<file path="config.mk">
export PLATFORM = sky130hd
export DESIGN_NAME = adder_arbiter
export DESIGN_NICKNAME = d
export VERILOG_FILES = /design/src/rtl/adder_arbiter.sv
export SDC_FILE = /design/constraint.sdc
export NUM_CORES = 1
export LEC_CHECK = 0
export CORE_MARGIN = 8
export CORE_UTILIZATION = 44
export DETAILED_ROUTE_END_ITERATION = 10
export PLACE_DENSITY = 0.8
export RECOVER_POWER = 100
export SKIP_CTS_REPAIR_TIMING = 1
export SLEW_MARGIN = 5
export SYNTH_ARGS = -nofsm -noshare
export SYNTH_HDL_FRONTEND = slang
export SYNTH_SLANG_ARGS = --single-unit
</file>
<file path="constraint.sdc">
create_clock -name clk -period 1.88 [get_ports clk]
set_input_delay 0.47 -clock clk [delete_from_list [all_inputs] [get_ports clk]]
set_output_delay 0.47 -clock clk [all_outputs]
set_load 0.01 [all_outputs]
</file>
<file path="src/rtl/adder_arbiter.sv">
// Purpose: shares one WIDTH-bit adder between NREQ requesters; returns {co,out} tagged with the requester id.
// Latency: 2 edges from request accept to rsp_valid; peak one addition every 3 cycles.
// Backpressure: rsp_ready low holds the response in RESP indefinitely; req_ready stays zero until it is consumed.
// Config: define ADDER_ARB_RR_EN for round-robin grant; default build is fixed priority (lowest index wins).

module adder #(
    parameter int WIDTH = 4
) (
    input  logic [WIDTH-1:0] A,
    input  logic [WIDTH-1:0] B,
    output logic [WIDTH-1:0] out,
    output logic             co
);
    // Full-width sum: the carry out becomes the top bit of the result.
    assign {co, out} = {1'b0, A} + {1'b0, B};
endmodule

module adder_arbiter #(
    parameter int WIDTH = 4,
    parameter int NREQ  = 4,
    parameter int IDW   = $clog2(NREQ)
) (
    input  logic                  clk,
    input  logic                  rst_n,
    input  logic [NREQ-1:0]       req_valid,
    input  logic [NREQ*WIDTH-1:0] req_a,
    input  logic [NREQ*WIDTH-1:0] req_b,
    output logic [NREQ-1:0]       req_ready,
    output logic                  rsp_valid,
    output logic [IDW-1:0]        rsp_id,
    output logic [WIDTH:0]        rsp_sum,
    input  logic                  rsp_ready,
    output logic                  busy
);
    typedef enum logic [1:0] {
        S_IDLE = 2'd0,
        S_CALC = 2'd1,
        S_RESP = 2'd2
    } state_t;

    state_t           r_state;
    logic [WIDTH-1:0] r_a;
    logic [WIDTH-1:0] r_b;
    logic [IDW-1:0]   r_id;
    logic             r_rsp_valid;
    logic [IDW-1:0]   r_rsp_id;
    logic [WIDTH:0]   r_rsp_sum;
    logic             r_busy;

    logic             w_gnt_vld;
    logic [IDW-1:0]   w_gnt_id;
    logic             w_accept;
    logic [WIDTH-1:0] w_out;
    logic             w_co;

`ifdef ADDER_ARB_RR_EN
    logic [IDW-1:0]   r_ptr;
    logic [IDW-1:0]   w_idx;

    // Round-robin: first valid requester at or after the pointer, wrapping modulo NREQ.
    always_comb begin
        w_gnt_vld = 1'b0;
        w_gnt_id  = '0;
        w_idx     = '0;
        for (int k = 0; k < NREQ; k++) begin
            w_idx = IDW'((int'(r_ptr) + k) % NREQ);
            if (!w_gnt_vld && req_valid[w_idx]) begin
                w_gnt_vld = 1'b1;
                w_gnt_id  = w_idx;
            end
        end
    end

    // Pointer moves just past the requester that was served.
    always_ff @(posedge clk or negedge rst_n) begin
        if (!rst_n) begin
            r_ptr <= '0;
        end else if (w_accept) begin
            r_ptr <= (w_gnt_id == IDW'(NREQ - 1)) ? '0 : w_gnt_id + 1'b1;
        end
    end
`else
    // Fixed priority: scan from the top so the lowest valid index is the last to win.
    always_comb begin
        w_gnt_vld = 1'b0;
        w_gnt_id  = '0;
        for (int k = NREQ - 1; k >= 0; k--) begin
            if (req_valid[k]) begin
                w_gnt_vld = 1'b1;
                w_gnt_id  = IDW'(k);
            end
        end
    end
`endif

    // The granted requester sees ready only while idle; its valid makes the handshake.
    assign w_accept  = (r_state == S_IDLE) && w_gnt_vld;
    assign req_ready = w_accept ? (NREQ'(1) << w_gnt_id) : '0;

    adder #(.WIDTH(WIDTH)) u_adder (
        .A   (r_a),
        .B   (r_b),
        .out (w_out),
        .co  (w_co)
    );

    // Control FSM with registered response and busy outputs.
    always_ff @(posedge clk or negedge rst_n) begin
        if (!rst_n) begin
            r_state     <= S_IDLE;
            r_a         <= '0;
            r_b         <= '0;
            r_id        <= '0;
            r_rsp_valid <= 1'b0;
            r_rsp_id    <= '0;
            r_rsp_sum   <= '0;
            r_busy      <= 1'b0;
        end else begin
            case (r_state)
                S_IDLE: begin
                    if (w_accept) begin
                        r_a     <= req_a[w_gnt_id*WIDTH +: WIDTH];
                        r_b     <= req_b[w_gnt_id*WIDTH +: WIDTH];
                        r_id    <= w_gnt_id;
                        r_busy  <= 1'b1;
                        r_state <= S_CALC;
                    end
                end
                S_CALC: begin
                    r_rsp_sum   <= {w_co, w_out};
                    r_rsp_id    <= r_id;
                    r_rsp_valid <= 1'b1;
                    r_state     <= S_RESP;
                end
                S_RESP: begin
                    if (rsp_ready) begin
                        r_rsp_valid <= 1'b0;
                        r_busy      <= 1'b0;
                        r_state     <= S_IDLE;
                    end
                end
                default: begin
                    r_rsp_valid <= 1'b0;
                    r_busy      <= 1'b0;
                    r_state     <= S_IDLE;
                end
            endcase
        end
    end

    assign rsp_valid = r_rsp_valid;
    assign rsp_id    = r_rsp_id;
    assign rsp_sum   = r_rsp_sum;
    assign busy      = r_busy;

endmodule

</file>
After elaboration in Yosys (flattened, before gate mapping)
Cells that the tools add are included.
{ "classes": {"addsub": 1, "eq_ne": 4, "shifts": 3, "n_mux": 16, "n_bitwise": 2, "reduce_logical": 6} }
{ "ops": {"columns": ["operator", "n"], "rows": [
  ["16-bit by 5-bit variable part select with 4-bit output", 2],
  ["2-bit 2-to-1 mux", 6],
  ["1-bit 2-to-1 mux", 6],
  ["1-bit one-hot mux with 3 select lines", 2],
  ["2-bit one-hot mux with 3 select lines", 1],
  ["2-bit AND reduction", 3],
  ["4-bit by 4-bit adder with 5-bit output", 1],
  ["4-bit 2-to-1 mux", 1],
  ["2-bit inequality test, second input constant", 2],
  ["1-bit by 2-bit left shift with 4-bit output, first input constant", 1],
  ["3-bit AND reduction", 1],
  ["2-bit by 1-bit == test with 1-bit output, second input constant", 1],
  ["2-bit == test, second input constant", 1],
  ["2-bit logical NOT", 1],
  ["1-bit inverter", 2],
  ["1-bit logical AND", 1]
]} }
{ "word_totals": {"register_bits": 21, "input_bits": 39, "output_inout_bits": 13, "elab_cells": 40} }

Depth between registers and ports, before layout
{ "logic_depth": {"depth_word": 7, "depth_mapped": 6, "mapped_depth_nobuf": 6} }

Cells and area by module
From an unflattened synthesis, not the netlist that was laid out.
{ "hier_totals": {"cells_unflattened": 150, "area_unflattened_um2": 1398.8} }
{ "by_module_without_submodules": {"columns": ["mod", "instances", "cells_per_inst", "area_per_inst_um2", "seq_area_each_um2"], "rows": [
  ["adder_arbiter", 1, 134, 1262.5, 525.5],
  ["adder", 1, 16, 136.4, 0.0]
]} }

Worst setup path before layout
No wires, ideal clock.
{ "synth_path": {"kind": "input to output", "start": "input port req_valid[1]", "end": "output port req_ready[1]", "arrival_time_ns": 1.373, "path_slack_ns": 0.037, "path_stages": 4, "path_cell_list": "clkbuf_1 -> buf_2 -> inv_1 -> nor4_1"} }
{ "synth_via": {"elab_chain_len": 4, "elab_cells_between_ends": 7} }
{ "synth_lines": {"columns": ["item", "line", "source"], "rows": [
  ["start, declared", "25", "input logic [NREQ-1:0] req_valid,"],
  ["2-bit 2-to-1 mux / 1-bit 2-to-1 mux (equally long branches) (2 in series)", "88", "if (req_valid[k]) begin"],
  ["1-bit by 2-bit left shift with 4-bit output / 1-bit logical AND (equally long branches)", "98, 97", null],
  ["4-bit 2-to-1 mux (*)", "98", "assign req_ready = w_accept ? (NREQ'(1) << w_gnt_id) : '0;"],
  ["end, declared", "28", "output logic [NREQ-1:0] req_ready,"]
]} }
Every way passes the cells marked *; elsewhere a longest branch is shown, timed or not.

Final worst setup path
{ "layout_path": {"start": "input port req_valid[1]", "end": "output port req_ready[3]"} }
Same word-level chain as after synthesis.

==> run metrics <==
Net Count, Synth 200; critical path launch point type input pin; die span in x 72.1 um; Max Fanout on Critical Path 3; share of synthesized flip-flops with an asynchronous set or reset 100%; H-tree depth 1; layout net count 258; HP Class reg -> reg; CP Capture Type primary output; Worst-Margin Slew 1.07 ns; vias per cell 5.04; peak supply drop 0.000347 V; final setup fails 0; Num CTS Buffers 3; vias in the first global route 1353; wirelength, routed 3630 um; r2r setup slk 0.19 ns; clock skew 0.00284 ns; Vias 1294; normalized max-slew margin 28.6%; initial antenna violation count 0; GRT Util Overall 14.4%; Die Y-Extent 72.1 um; critical path type in -> out; CTS Buffer Depth 2; top cell type's share of synthesized area 37.9%; # fillers 263; worst r2r path cells 4; initial core utilization 45.7%; Placer Congestion 0.798; Mapped Area 0.00139 sq mm; dpl ws -0.721 ns; largest net degree at the start of global routing 24; Leak 0.000958 uW; drt first-iter violations 38; CP max-delay cell or4_4; period utilisation layout 99.0%; Post-Syn Instances 156; P&R area growth vs syn 47.0%; port bufs 51; HP Start rsp_sum[2]; Final HPWL DP 3120 um; # clock sinks 21; CTS tree yes; WHS Endpoint rsp_sum[2]; synthesized flop and latch total 21; Final Slew Violations 0; I/O Pins 52; core area 0.00303 sq mm; Seq/Total Area, Yosys 37.9%; worst skew pair latency 0.30 ns; status completed; Primary FF master, synth dfrtp_1; area of the multi-input gates 778 sq um; Worst-path clk slew 0.12 ns; Non-Filler Instances 257; site row count 20; Root Buffer clkbuf_4; slowest cell delay on critical path 0.56 ns; crit path DAT 1.39 ns; number of max-cap violations 0; post-synth cell types 32; number of nets still failing antenna checks after routing 0; worst reg2reg startpoint r_state[1]; r2r endpoint rsp_sum[3]; Fmax 0.537 GHz; pwr dens 1160 mW/mm^2; Post-Syn Area per Cell 8.88 sq um; setup ws final 0.0180 ns; ratio of cells with drive above 1 in the final layout 13.6%; most frequent cells after synthesis dfrtp_1 (21), a21oi_1 (20), inv_1 (15); DRC 0; Pre-Repair DR Iteration Count 4; register area 526 sq um; diode count 0; routed len/inst 14.1 um; worst-path cell chain clkbuf_2 > or4_4 > nand3_4 > nor2_1 > buf_2; Ys Warns 0; fin crit period 1.86 ns; hold depth 2; count leader, synth dfrtp_1; # placed instances 253; EDFF count, synth 0; CP Data Required Time 1.41 ns; final count of hold timing violations 0; first-pass GRT wire length 6050 um; global route overflow 0; RSZ-0062 raised after global routing yes; Synth area leader dfrtp_1; Worst Setup SP req_valid[1]; synth top area cells dfrtp_1 (38%), a21oi_1 (7.2%), a22o_1 (5.1%), and3b_1 (5.1%), nor2b_1 (4.5%); Die ar. 0.00520 sq mm
==> registers in the layout (all words and copies together), names as in the netlist <==
register   count
r_a            4
rsp_id         2
busy           1
r_state        2
r_b            4
rsp_sum        5
r_id           2
rsp_valid      1
==> critical path: cells and delay by family <==
kind / cells / cell delay [ns]
buffers and inverters: 2 / 0.23
and+or+nand+nor: 3 / 0.69
==> layer usage <==
metal | wire length, um | vias to the layer above | global-route usage [%]
li1 | - | 668 | -
met1 | 1510 | 577 | 14.7
met2 | 1770 | 47 | 25.7
met3 | 340 | 2 | 5.65
met4 | 17 | 0 | 5.67
met5 | 0 | - | 0
==> worst max path at each step <==
stage                   endpoint  slack [ns]  depth (start not counted)
CTS                 req_ready[3]       -0.72                          5
finish              req_ready[3]        0.02                          5
global route        req_ready[3]       -0.03                          5
floorplan           req_ready[1]        0.04                          4
detailed placement  req_ready[3]       -0.72                          5
global placement    req_ready[3]       -0.68                          5
==> area by class of cell <==
class / count / share of cell area (%)
clock buffer: 4 / 1.29
timing repair buffer: 64 / 29.2
inverter: 15 / 2.77
sequential: 21 / 25.8
tap: 44 / 2.70
multi-input combinational: 109 / 38.2
==> placed cells by master, fill, tap and decap left out, types with 2 or more instances in the layout <==
master,count
nand3b_1,8
nor2b_1,10
mux2_2,3
and3b_1,8
nand2_1,4
inv_1,15
a21oi_1,20
a21o_1,2
clkbuf_1,2
dlymetal6s2s_1,4
dfrtp_1,21
ha_1,4
clkbuf_2,3
buf_4,12
clkdlybuf4s50_1,42
clkbuf_4,3
o21ai_0,11
a31oi_1,8
nand2b_1,2
a22o_1,8
nor2_1,5
==> cells by family after synthesis <==
| kind of cell | share of synthesized area, % |
|---|---|
| XOR/XNOR | 0.632 |
| AND/OR/NAND/NOR | 21.0 |
| AO/OA/AOI/OAI | 23.9 |
| buffers and inverters | 7.95 |
| multiplexers | 3.52 |
| flip-flops | 37.9 |
| adder cells (fa/ha/maj) | 5.06 |
==> metrics by stage <==
step / instance area (sq um) / hold WS [ns] / TNS (ns) / utilization, % / power (uW)
6_report: 2040 / 0.491 / 0 / 67.2 / 2370
5_1_grt: 2040 / 0.513 / -0.0255 / 67.2 / 2560
4_1_cts: 2020 / 0.498 / -2.36 / 66.7 / 2350
3_5_place_dp: 1990 / 0.472 / -5.92 / 65.9 / 2140
3_3_place_gp: 1990 / 0.461 / -5.35 / 65.9 / 2050
2_1_floorplan: 1390 / 0.174 / 0 / - / 1570
==> report_power, final <==
| group | leakage [uW] | internal [uW] | total [uW] | switching [uW] |
|---|---|---|---|---|
| Clock | 0.0000150 | 82.7 | 219 | 136 |
| Sequential | 0.000245 | 670 | 810 | 140 |
| Combinational | 0.000699 | 711 | 1340 | 627 |
| Total | 0.000958 | 1460 | 2370 | 903 |
Note: power is estimated with default switching activity, not from simulation.
